===== config.mk =====
export PLATFORM = sky130hd
export DESIGN_NAME = keypad_scanner
export DESIGN_NICKNAME = d
export VERILOG_FILES = /design/src/rtl/keypad_scanner_pkg.sv /design/src/rtl/keypad_scanner_sync.sv /design/src/rtl/keypad_scanner.sv
export SDC_FILE = /design/constraint.sdc
export NUM_CORES = 1
export LEC_CHECK = 0
export CAP_MARGIN = 10
export CORE_ASPECT_RATIO = 0.8
export CORE_MARGIN = 2
export CORE_UTILIZATION = 45
export DETAILED_ROUTE_END_ITERATION = 10
export PLACE_DENSITY = 0.62
export SLEW_MARGIN = 10
export SYNTH_ARGS = -nofsm -noshare
export SYNTH_HDL_FRONTEND = slang
export SYNTH_SLANG_ARGS = --single-unit

===== constraint.sdc =====
create_clock -name CLK_i -period 10.2 [get_ports CLK_i]
set_clock_uncertainty 0.15 [all_clocks]
set_input_delay 2.04 -clock CLK_i [delete_from_list [all_inputs] [get_ports CLK_i]]
set_output_delay 2.04 -clock CLK_i [all_outputs]
set_load 0.01 [all_outputs]

===== src/rtl/keypad_scanner_pkg.sv =====
// Shared keypad constants, FSM encodings and small scan helpers for the keypad scanner.
package keypad_scanner_pkg;

   localparam int NUM_ROWS = 4;
   localparam int NUM_COLS = 4;
   localparam int KEY_W    = 4;

   localparam logic [0:0] ST_RELEASED = 1'b0;
   localparam logic [0:0] ST_HELD     = 1'b1;

   typedef struct packed {
      logic             valid;
      logic [KEY_W-1:0] code;
   } scan_key_t;

   localparam scan_key_t KEY_NONE = '0;

   // Number of low rows in one column, saturated at 2 (2 means "two or more").
   function automatic logic [1:0] row_count(input logic [NUM_ROWS-1:0] low_rows);
      logic [2:0] n;
      n = '0;
      for (int r = 0; r < NUM_ROWS; r++) begin
         n = n + {2'b00, low_rows[r]};
      end
      return (n > 3'd1) ? 2'd2 : n[1:0];
   endfunction

   function automatic logic [1:0] row_index(input logic [NUM_ROWS-1:0] low_rows);
      logic [1:0] idx;
      idx = '0;
      for (int r = NUM_ROWS - 1; r >= 0; r--) begin
         if (low_rows[r]) begin
            idx = 2'(r);
         end
      end
      return idx;
   endfunction

endpackage


===== src/rtl/keypad_scanner_sync.sv =====
// Two-flop synchroniser for asynchronous board inputs; idles high to match pulled-up lines.
module sync_2ff #(
   parameter int WIDTH = 1
) (
   input  logic             CLK_i,
   input  logic             RST_i,
   input  logic [WIDTH-1:0] din,
   output logic [WIDTH-1:0] dout
);

   logic [WIDTH-1:0] meta;

   always_ff @(posedge CLK_i or negedge RST_i) begin
      if (!RST_i) begin
         meta <= '1;
         dout <= '1;
      end else begin
         meta <= din;
         dout <= meta;
      end
   end

endmodule


===== src/rtl/keypad_scanner.sv =====
// 4x4 matrix keypad scanner: column rotation, per-scan key detection, whole-scan debounce
// and a press/release FSM that emits one strobe per newly accepted key.
module keypad_scanner
   import keypad_scanner_pkg::*;
#(
   parameter int SCAN_DIV       = 1000,
   parameter int DEBOUNCE_SCANS = 4
) (
   input  logic                CLK_i,
   input  logic                RST_i,
   input  logic [NUM_ROWS-1:0] ROW_i,
   output logic [NUM_COLS-1:0] COL_o,
   output logic [KEY_W-1:0]    KEY_CODE_o,
   output logic                KEY_VALID_o,
   output logic                KEY_HELD_o
);

   localparam int               DWELL_W    = $clog2(SCAN_DIV);
   localparam logic [DWELL_W-1:0] DWELL_LAST = DWELL_W'(SCAN_DIV - 1);
   localparam logic [3:0]       STABLE_TGT = 4'(DEBOUNCE_SCANS);

   logic [NUM_ROWS-1:0] row_sync;
   logic [DWELL_W-1:0]  dwell;
   logic [1:0]          col_idx;
   logic [1:0]          acc_count;
   logic [KEY_W-1:0]    acc_code;
   scan_key_t           candidate;
   logic [3:0]          stable_cnt;
   logic [0:0]          state;

   logic                sample;
   logic                scan_end;
   logic [NUM_ROWS-1:0] low_rows;
   logic [1:0]          col_hits;
   logic [2:0]          hit_sum;
   logic [1:0]          total_hits;
   logic [KEY_W-1:0]    hit_code;
   scan_key_t           result;
   logic                same;
   logic                accept;

   sync_2ff #(.WIDTH(NUM_ROWS)) u_row_sync (
      .CLK_i (CLK_i),
      .RST_i (RST_i),
      .din   (ROW_i),
      .dout  (row_sync)
   );

   assign COL_o = ~(NUM_COLS'(1) << col_idx);

   // Hit count saturates at 2 so any multi-key scan collapses to NONE at evaluation.
   always_comb begin
      sample     = (dwell == DWELL_LAST);
      scan_end   = sample && (col_idx == 2'd3);
      low_rows   = ~row_sync;
      col_hits   = row_count(low_rows);
      hit_sum    = {1'b0, acc_count} + {1'b0, col_hits};
      total_hits = (hit_sum > 3'd1) ? 2'd2 : hit_sum[1:0];
      hit_code   = (col_hits == 2'd1) ? {row_index(low_rows), col_idx} : acc_code;
      result     = KEY_NONE;
      if (total_hits == 2'd1) begin
         result = '{valid: 1'b1, code: hit_code};
      end
      same   = (result == candidate);
      accept = scan_end && (same ? (stable_cnt == STABLE_TGT - 4'd1) : (STABLE_TGT == 4'd1));
   end

   always_ff @(posedge CLK_i or negedge RST_i) begin
      if (!RST_i) begin
         dwell     <= '0;
         col_idx   <= '0;
         acc_count <= '0;
         acc_code  <= '0;
      end else if (sample) begin
         dwell   <= '0;
         col_idx <= col_idx + 2'd1;
         if (scan_end) begin
            acc_count <= '0;
            acc_code  <= '0;
         end else begin
            acc_count <= total_hits;
            acc_code  <= hit_code;
         end
      end else begin
         dwell <= dwell + 1'b1;
      end
   end

   always_ff @(posedge CLK_i or negedge RST_i) begin
      if (!RST_i) begin
         candidate  <= KEY_NONE;
         stable_cnt <= '0;
      end else if (scan_end) begin
         if (!same) begin
            candidate  <= result;
            stable_cnt <= 4'd1;
         end else if (stable_cnt != STABLE_TGT) begin
            stable_cnt <= stable_cnt + 4'd1;
         end
      end
   end

   // Re-accepting the code already shown (e.g. after a brief glitch) never re-strobes.
   always_ff @(posedge CLK_i or negedge RST_i) begin
      if (!RST_i) begin
         state       <= ST_RELEASED;
         KEY_CODE_o  <= '0;
         KEY_VALID_o <= 1'b0;
         KEY_HELD_o  <= 1'b0;
      end else begin
         KEY_VALID_o <= 1'b0;
         if (accept) begin
            case (state)
               ST_RELEASED: begin
                  if (result.valid) begin
                     KEY_CODE_o  <= result.code;
                     KEY_VALID_o <= 1'b1;
                     KEY_HELD_o  <= 1'b1;
                     state       <= ST_HELD;
                  end
               end
               ST_HELD: begin
                  if (!result.valid) begin
                     KEY_HELD_o <= 1'b0;
                     state      <= ST_RELEASED;
                  end else if (result.code != KEY_CODE_o) begin
                     KEY_CODE_o  <= result.code;
                     KEY_VALID_o <= 1'b1;
                  end
               end
            endcase
         end
      end
   end

endmodule


* After elaboration in Yosys (flattened, before gate mapping) *
Cells that the tools add are included.

word-level totals
  bits in registers = 42
  input bits = 6
  output and inout port bits = 10
  logic and storage cells = 72

operators by class
  $add $sub $neg = 7
  magnitude comparators = 2
  equal/unequal tests = 13
  shift operators = 1
  multiplexer cells = 26
  bitwise logic cells = 4
  reductions and logical operators = 6

operator list
  operator               number
  $mux 4                 7
  $mux 2                 7
  $add 10x1->10 const B  1
  $eq 10x10->1 const B   1
  $mux 10                1
  $not 4->4              2
  $pmux 4 s2             1
  $mux 1                 7
  $gt 3x1->1 const B     2
  $ne 2x1->1 const B     3
  $eq 5x5->1             1
  $mux 5                 1
  $add 4x1->4 const B    1
  $eq 2x1->1 const B     2
  $eq 4x2->1 const B     1
  $ne 2x2->1 const B     2
  $ne 4x3->1 const B     1
  $ne 4x4->1             1
  $pmux 1 s2             2
  $reduce_and 2->1       2
  $reduce_and 4->1       1
  $shl 1x2->4 const A    1
  $add 2x1->3            1
  $add 2x2->3            1
  other kinds (7)        9

* Logic depth before layout (Yosys ltp) *
Gate-level depths: netlist (run 1).

  word-level depth = 16
  depth in mapped cells = 20
  depth with buffers taken out = 18

* Hierarchy *
Synthesis (run 1) repeated with hierarchy kept, for this count alone.

second synthesis, totals
  cell total of the unflattened synthesis = 217
  area, all modules = 2289.7 µm²

modules (own cells, without submodules)
  module          instances  cells an instance  area each (µm²)  sequential area each (µm²)
  keypad_scanner  1          209                2079.5           850.8
  sync_2ff        1          8                  210.2            210.2

* Least setup slack after synthesis (run 1) *
No wires, ideal clock.

  kind = register to register
  start = register u_row_sync.dout[1]
  end = register KEY_CODE_o[1]
  library setup time = 0.125 ns
  data arrival time = 4.146 ns
  data required time = 9.925 ns
  setup slack = 5.779 ns
  stages on the path, launching flop included = 19
  path buffers = 1
  period minus slack after synthesis = 4.421 ns
  path through = dfstp_2 -> fa_1 -> inv_1 -> ha_1 -> inv_1 -> ha_1 -> o21ai_0 -> and2_1 -> ha_1 -> inv_1 -> fa_1 -> and3_1 -> inv_2 -> buf_6 -> a2111oi_2 -> a311o_2 -> nand3_2 -> nor4b_4 -> mux2_4

on the way
  word-level cells in the longest chain between the ends = 15
  elaborated cells between the ends (all ways) = 27
  those cells by class = add/sub: 4; order compare: 2; eq/ne: 7; mux: 11; bitwise: 1; reduce/logical: 2

ends and longest elaborated chain
  item                        RTL line                   source
  start, declared             keypad_scanner_sync.sv:8   output logic [WIDTH-1:0] dout
  start signal, assigned      keypad_scanner_sync.sv:19  dout <= meta;
  $not 4->4 (*)               keypad_scanner.sv:55       low_rows = ~row_sync;
  $add 1x1->2                 keypad_scanner_pkg.sv:23   n = n + {2'b00, low_rows[r]};
  $add 2x1->3                 keypad_scanner_pkg.sv:23
  $add 3x1->3                 keypad_scanner_pkg.sv:23
  $gt 3x1->1                  keypad_scanner_pkg.sv:25   return (n > 3'd1) ? 2'd2 : n[1:0];
  $mux 2                      keypad_scanner_pkg.sv:25
  $add 2x2->3                 keypad_scanner.sv:57       hit_sum = {1'b0, acc_count} + {1'b0, col_hits};
  $gt 3x1->1                  keypad_scanner.sv:58       total_hits = (hit_sum > 3'd1) ? 2'd2 : hit_sum[1:0];
  $mux 2                      keypad_scanner.sv:58
  $eq 2x1->1                  keypad_scanner.sv:61       if (total_hits == 2'd1) begin
  $mux 5 (*)                  keypad_scanner.sv:61
  $eq 5x5->1                  keypad_scanner.sv:64       same = (result == candidate);
  $mux 1                      keypad_scanner.sv:65       accept = scan_end && (same ? (stable_cnt == STABLE_TGT - 4'd1) : (STABLE_TGT == 4'd1));
  $logic_and 1x1->1           keypad_scanner.sv:65
  $reduce_and 4->1 (no line)  --
  end signal, assigned        keypad_scanner.sv:116      KEY_CODE_o <= result.code;
  end signal, assigned        keypad_scanner.sv:127      KEY_CODE_o <= result.code;
  end, declared               keypad_scanner.sv:13       output logic [KEY_W-1:0] KEY_CODE_o,

Mark *: on every way between the ends. The rest lies on a longest branch, timed or not. The select of a mux whose other input is x is not followed.
A chain may end at the register's enable or synchronous reset.

* Worst setup path in the final report (run 1) *
  start = register u_row_sync.dout[1]
  end = register KEY_CODE_o[2]

Same word-level chain as after synthesis.

==> results of run 1 <==
[final timing paths]
check | startpoint | to
hold / removal | u_row_sync.meta[2]$_DFF_PN1_ | u_row_sync.dout[2]$_DFF_PN1_
max in group asynchronous | RST_i | acc_count[0]$_DFFE_PN0N_
setup reg to reg | u_row_sync.dout[1]$_DFF_PN1_ | KEY_CODE_o[2]$_DFFE_PN0P_
setup / recovery | u_row_sync.dout[1]$_DFF_PN1_ | KEY_CODE_o[2]$_DFFE_PN0P_
min in group asynchronous | RST_i | KEY_VALID_o$_DFF_PN0_
hold reg to reg | u_row_sync.meta[2]$_DFF_PN1_ | u_row_sync.dout[2]$_DFF_PN1_
[critical path, stage by stage (launching register included)]
cell	delay [ps]
dfstp_2	570
fa_1	410
inv_1	80
ha_1	160
inv_1	50
ha_1	300
o21ai_0	140
and2_1	150
ha_1	140
inv_1	50
fa_1	540
and3_1	440
inv_2	180
a2111oi_0	600
a311o_1	260
nand3_1	130
nor4b_4	410
mux2_4	340
[routing by layer]
layer | vias to the layer above | track usage [%]
li1 | 923 | -
met1 | 891 | 28.2
met2 | 53 | 23.0
met3 | 3 | 3.50
met4 | 0 | 4.62
met5 | - | 0
[synthesized netlist by cell type, types with 2 or more instances]
cell / number
o21ai_0: 12
xnor2_1: 6
buf_2: 2
and3_1: 3
dfrtp_1: 34
nor3_1: 4
a2111oi_0: 3
inv_1: 21
mux2_2: 4
nor2_1: 18
nand4_1: 9
ha_1: 13
mux2_4: 3
nor4_1: 3
buf_6: 2
xor2_1: 5
nand2_1: 24
and4_1: 4
clkbuf_1: 2
a22oi_1: 2
a32oi_1: 2
nand3_1: 15
mux2i_1: 5
a21oi_1: 7
a41oi_1: 3
nand2b_4: 2
and2_1: 2
fa_1: 2
dfstp_2: 8
nand2b_1: 4
[registers in the layout, summed over array words and instances (netlist names), 4 cells and up]
name	count
KEY_CODE_o	4
u_row_sync.dout	4
stable_cnt	4
acc_code	4
u_row_sync.meta	4
dwell	10
candidate	5
[power by group through the flow]
stage               combinational (mW)  clock (mW)  sequential (mW)
global placement                0.0374           0            0.174
finish                          0.0373       0.105            0.170
floorplan                       0.0298           0            0.173
CTS                             0.0374       0.109            0.170
detailed placement              0.0373           0            0.174
global route                    0.0423       0.115            0.171
[cell type report]
| class | count | area [um2] |
|---|---|---|
| multi-input combinational | 177 | 1310 |
| sequential | 42 | 1060 |
| fill | 521 | 2630 |
| inverter | 22 | 82.6 |
| timing repair buffer | 16 | 153 |
| tap | 65 | 81.3 |
| clock buffer | 6 | 72.6 |
| clock inverter | 2 | 13.8 |
[metrics by stage]
stage / utilization, % / power, mW / hold WS [ps] / area (um2) / std cells
finish: 51.3 / 0.312 / 208 / 2770 / 330
global route: 51.3 / 0.328 / 212 / 2770 / 330
detailed placement: 49.7 / 0.211 / 199 / 2690 / 322
global placement: 49.7 / 0.211 / 196 / 2690 / 322
floorplan: - / 0.203 / 195 / 2500 / 248
CTS: 51.3 / 0.317 / 209 / 2770 / 330
[logic make-up after synthesis]
group	after synthesis	share of synthesized area [%]
AOI/OAI and AO/OA	44	13.9
xor gates and xnor gates	11	3.86
muxes	12	5.61
DFF	42	42.5
and+or+nand+nor	95	20.8
adders and majority gates	15	8.11
buffers and inverters	29	5.21
==> metrics.md, run 1 <==
| Metric | Value |
|---|---|
| Synthesis-to-layout area growth | 10.9% |
| Setup TNS | 0 ps |
| Post-layout worst setup margin | 4980 ps |
| Routed met2 length | 2010 um |
| Initial Util | 46.2% |
| F_max | 192 MHz |
| Clk sinks | 42 |
| Most frequent cells in the layout | 34 x dfrtp_1, 24 x nand2_1, 21 x inv_1 |
| CP startpoint kind | register |
| R2R depth | 17 |
| Yosys reg bits | 42 |
| Met3 Wirelength | 224 um |
| Most common cell after layout, fill and taps aside | dfrtp_1 |
| Maxcap violations | 0 |
| Grt ovf | 0 |
| Routed Antenna Nets | 0 |
| Dominant synthesized flop cell | dfrtp_1 |
| Slack of the worst reg-to-reg path | 4980 ps |
| Combinational power share | 11.9% |
| Post-place setup slack | 5090 ps |
| Syn Area/Cell | 10.1 um2 |
| Antenna cell count | 0 |
| Post-CTS setup buffer count | 0 |
| Pwr per Cell Area | 113 nW/um2 |
| CP Data Arrival Time | 5240 ps |
| Unrepaired setup endpoints after global routing | no |
| Power Internal | 0.231 mW |
| Layout cells sized above 1 | 13.6% |
| Die Y | 70.7 um |
| Placer congestion estimate | 0.843 |
| Yosys top cell area share | 34.1% |
| Drt initial violations | 140 |
| Hold Path Class | register to register |
| First-pass GRT wire length | 8400 um |
| Worst VDD drop | 0.0594 mV |
| Post-cts sizing count | 0 |
| Pleak | 1.17 nW |
| Die width | 87.3 um |
| Switching Share | 26.2% |
| GRT Util Overall | 17.3% |
| Final setup vio count | 0 |
| Kind of critical path | register to register |
| Wire length per cell | 14.8 um |
| Synth top area cells | dfrtp_1 34%, dfstp_2 8.4%, ha_1 6.5%, nand2_1 3.6%, inv_1 3.2% |
| TritonRoute pass-1 iters | 4 |
| Io pins | 16 |
| Pins Over Slew Limit | 0 |
| Psw | 0.0817 mW |
| Async set or reset register ratio after synthesis | 100% |
| Total CTS buffers | 5 |
| Clock Path Buffers | 2 |
| CP Max Fanout | 11 |
| Fin nets | 285 |
| Post-DP HPWL | 3590 um |
| Vias | 1870 |
| Clock Root Buffer | clkbuf_8 |
| Htree depth | 2 |
| Worst Tran Pin Value | 919 ps |
| Port Buf Inserts | 15 |
| Initial antenna violation count | 0 |
| Cell accounting for the most synthesized area | dfrtp_1 |
| Worst slew margin | 38.7% |
| Vias in the first global route | 1704 |
| Share of power burned in registers | 54.5% |
| Post-Syn Instances | 248 |
| CTS tree | built |
| Clock Power Share | 33.5% |
| Warnings, synthesis | 0 |
| Register area share after synthesis | 42.5% |
| Hold-critical path depth | 0 |
| CTS Hold Bufs | 0 |
| Setup crit end kind | register |
| DRT Wirelength | 4880 um |
| Final hold vios | 0 |
| WP data required | 10230 ps |
| Cell variety after synth | 54 |
| Shortest period the worst path allows | 5220 ps |
| Final period util | 51.1% |
| Syn nets | 269 |
| Row cnt | 24 |
| Metal-1 WL | 2620 um |
| Clock Latency Late Sink | 290 ps |
| Mapped Area | 2500 um2 |
| Post-synth EDFFs | 0 |
| Die area | 6170 um2 |
| CORE AREA | 5410 um2 |
| Via/cell ratio | 5.67 |
| Largest net degree at the start of global routing | 43 |
| Top Metal Used | met4 |
| Reg clk slew, reported paths | 80 ps |
| Residual DRC | 0 |
| Outcome | finished, final reports clean |
Power figures use the tool's default switching activity.
==> run 2, diff against run 1 <==
- PLACE_DENSITY: 0.62 -> 0.65
- clock period: 10.2 -> 4.4 ns (I/O delays scaled with it)
==> run 2 against run 1 <==
Net effect: clock power rose to 2.9 times the previous value; power grew to 2.7 times the previous value; sequential share of layout area down 4.5 points; critical path depth is the same; flip-flop and latch count stayed put; setup slack lost 4900 ps; fmax is 22% higher; design area rose by 13%; die area did not move; first-iteration DRC count shrank 11%; register-to-register slack worse by 4900 ps; critical path type unchanged; largest cell class unchanged.
==> metrics.md, run 2 (synthesized netlist as in run 1, its figures left out) <==
| Metric | Value |
|---|---|
| Psw | 0.219 mW (+170%) |
| Port Buf Inserts | 15 (unchanged) |
| Largest register FFs | 10 (unchanged) |
| Total CTS buffers | 5 (unchanged) |
| Final period util | 97.6% (+46 points) |
| Pleak | 1.31 nW (+12%) |
| Htree depth | 2 (unchanged) |
| Outcome | finished, final reports clean |
| R2R depth | 17 (unchanged) |
| Post-DP HPWL | 3790 um (+5.5%) |
| CP startpoint kind | register |
| Kind of critical path | register to register |
| Vias in the first global route | 1832 (+7.5%) |
| CORE AREA | 5410 um2 (unchanged) |
| Worst Setup SP | u_row_sync.dout[3]$_DFF_PN1_ |
| Initial Util | 46.2% (unchanged) |
| Synthesis-to-layout area growth | 25.7% |
| Residual DRC | 0 (unchanged) |
| Wire length per cell | 15.1 um (+2.1%) |
| Switching Share | 26.1% (-0.069 points) |
| Pwr per Cell Area | 268 nW/um2 (+140%) |
| Io pins | 16 (unchanged) |
| Fin util | 58.1% (+6.8 points) |
| Most flops, register | dwell |
| Slowest stage cell, crit path | dfstp_2 |
| Layout cells sized above 1 | 27.4% (+14 points) |
| Worst VDD drop | 0.165 mV (+180%) |
| Most common cell after layout, fill and taps aside | dfrtp_1 |
| Power Internal | 0.622 mW (+170%) |
| DRT Wirelength | 5320 um (+9.2%) |
| Clk sinks | 42 (unchanged) |
| End of the worst register-to-register path | state$_DFFE_PN0P_ |
| Clock Root Buffer | clkbuf_8 |
| CP max stage delay | 550 ps (-50 ps) |
| Hold Path Class | register to register |
| F_max | 233 MHz (+22%) |
| CP Data Arrival Time | 4340 ps (-900 ps) |
| Worst-path cell chain | fa_1, inv_2, buf_6, ha_4, nand2b_4, o21ai_1, and2_1, ha_2, inv_2, fa_1, buf_6, nand4_1, a21oi_2, mux2i_1, a221o_1, nor3_1, mux2_2 |
| Die width | 87.3 um (unchanged) |
| Worst Tran Pin Value | 910 ps (-8.99 ps) |
| Pins Over Slew Limit | 0 (unchanged) |
| Routed Antenna Nets | 0 (unchanged) |
| CP Max Fanout | 3 (-8) |
| Die area | 6170 um2 (unchanged) |
| Setup crit end kind | register |
| CTS Hold Bufs | 0 (unchanged) |
| Worst Setup EP | state$_DFFE_PN0P_ |
| Share of power burned in registers | 46.9% (-7.6 points) |
| Maxcap violations | 0 (unchanged) |
| TritonRoute pass-1 iters | 5 (+1) |
| CTS tree | built |
| Clock Power Share | 36.6% (+3.1 points) |
| Most frequent cells in the layout | 34 x dfrtp_1, 24 x nand2_1, 20 x buf_4 |
| Reg clk slew, reported paths | 90 ps (about the same) |
| Antenna cell count | 0 (unchanged) |
| Worst slew margin | 39.3% (+0.60 points) |
| Biggest regs | dwell: 10 flops, candidate: 5 flops |
| Total Power | 0.841 mW (+170%) |
| Initial antenna violation count | 0 (unchanged) |
| Unrepaired setup endpoints after global routing | yes |
| Reg-to-Reg Start | u_row_sync.dout[3]$_DFF_PN1_ |
| WP data required | 4440 ps (-5790 ps) |
| Die Y | 70.7 um (unchanged) |
| Vias | 1950 (+4.3%) |
| Clock Latency Late Sink | 300 ps (about the same) |
| GRT Util Overall | 18.5% (+1.2 points) |
| Final setup vio count | 0 (unchanged) |
| Fin nets | 308 (+8.1%) |
| Via/cell ratio | 5.52 (-2.5%) |
| Drt initial violations | 125 (-11%) |
| Grt ovf | 0 (unchanged) |
| Shortest period the worst path allows | 4290 ps (-925 ps) |
| First-pass GRT wire length | 8890 um (+5.8%) |
| Row cnt | 24 (unchanged) |
| Placer congestion estimate | 0.825 (-2.1%) |
| Largest net degree at the start of global routing | 43 (unchanged) |
| Final hold vios | 0 (unchanged) |
| Combinational power share | 16.5% (+4.6 points) |
| Slack of the worst reg-to-reg path | 110 ps (-4880 ps) |
| Clock Path Buffers | 2 (unchanged) |
## run 2: changes by cell type in the layout (fill, tap and decap cells not counted), moves of 2 or more
| cell | delta |
|---|---|
| a41oi_1 | -2 |
| ha_1 | -5 |
| a21oi_1 | -3 |
| a21oi_2 | +3 |
| inv_2 | +2 |
| inv_6 | +2 |
| inv_1 | -3 |
| a2111oi_4 | +2 |
| buf_6 | +3 |
| a2111oi_0 | -3 |
| buf_4 | +19 |
| ha_4 | +4 |
| a41oi_2 | +2 |
## run 2: critical path, delay by kind of cell (launching register included)
kind	cells	cell delay, ps
AOI/OAI and AO/OA	3	640
adders and majority gates	4	1300
buffers and inverters	4	340
DFF	1	550
muxes	2	490
and+or+nand+nor	4	720
## run 2: worst min path at each step
stage | startpoint | cells after the start | slack, ps | endpoint
after floorplan | u_row_sync.meta[0]$_DFF_PN1_ | 0 | 200 | u_row_sync.dout[0]$_DFF_PN1_
after global placement | u_row_sync.meta[3]$_DFF_PN1_ | 0 | 200 | u_row_sync.dout[3]$_DFF_PN1_
after detailed placement | u_row_sync.meta[3]$_DFF_PN1_ | 0 | 200 | u_row_sync.dout[3]$_DFF_PN1_
after CTS | u_row_sync.meta[3]$_DFF_PN1_ | 0 | 210 | u_row_sync.dout[3]$_DFF_PN1_
after global routing | u_row_sync.meta[2]$_DFF_PN1_ | 0 | 220 | u_row_sync.dout[2]$_DFF_PN1_
final | u_row_sync.meta[3]$_DFF_PN1_ | 0 | 210 | u_row_sync.dout[3]$_DFF_PN1_
## run 2: cell type report
class,count,area (um2)
multi-input combinational,177,1450
inverter,22,87.6
tap,65,81.3
timing repair buffer,39,349
clock inverter,3,43.8
fill,478,2260
sequential,42,1060
clock buffer,5,68.8
## run 2: power by group through the flow
stage          Combinational (mW)  Clock, mW  Sequential [mW]
5_1_grt                     0.151      0.336            0.395
4_1_cts                     0.119      0.317            0.394
3_5_place_dp                0.112          0            0.402
2_1_floorplan              0.0752          0            0.402
6_report                    0.139      0.308            0.394
3_3_place_gp                0.110          0            0.402
## run 2: layer usage
layer  wire length (um)  share of wire, %  GRT usage [%]
met1               2770                52           28.0
met2               2290                43           26.3
met3                194               3.6           3.85
met4                 65               1.2           6.15
met5                  0                 0              0
## run 2: timing repair
item                       in CTS  in global routing
gates resized for setup         6                 20
setup buffers                   1                  4
pin swaps                       4                  8
setup endpoints to repair       4                 13
## run 2: through the flow
| step | std cells | cell area [um2] | setup TNS [ps] | worst slack, ps | hold WS, ps |
|---|---|---|---|---|---|
| floorplan | 248 | 2530 | 0 | 4.63 | 195 |
| global placement | 341 | 2850 | 0 | 26.9 | 196 |
| detailed placement | 341 | 2850 | -385 | -107 | 197 |
| CTS | 350 | 3010 | 0 | 28.3 | 209 |
| global route | 353 | 3140 | -232 | -57.7 | 216 |
| finish | 353 | 3140 | 0 | 108 | 208 |
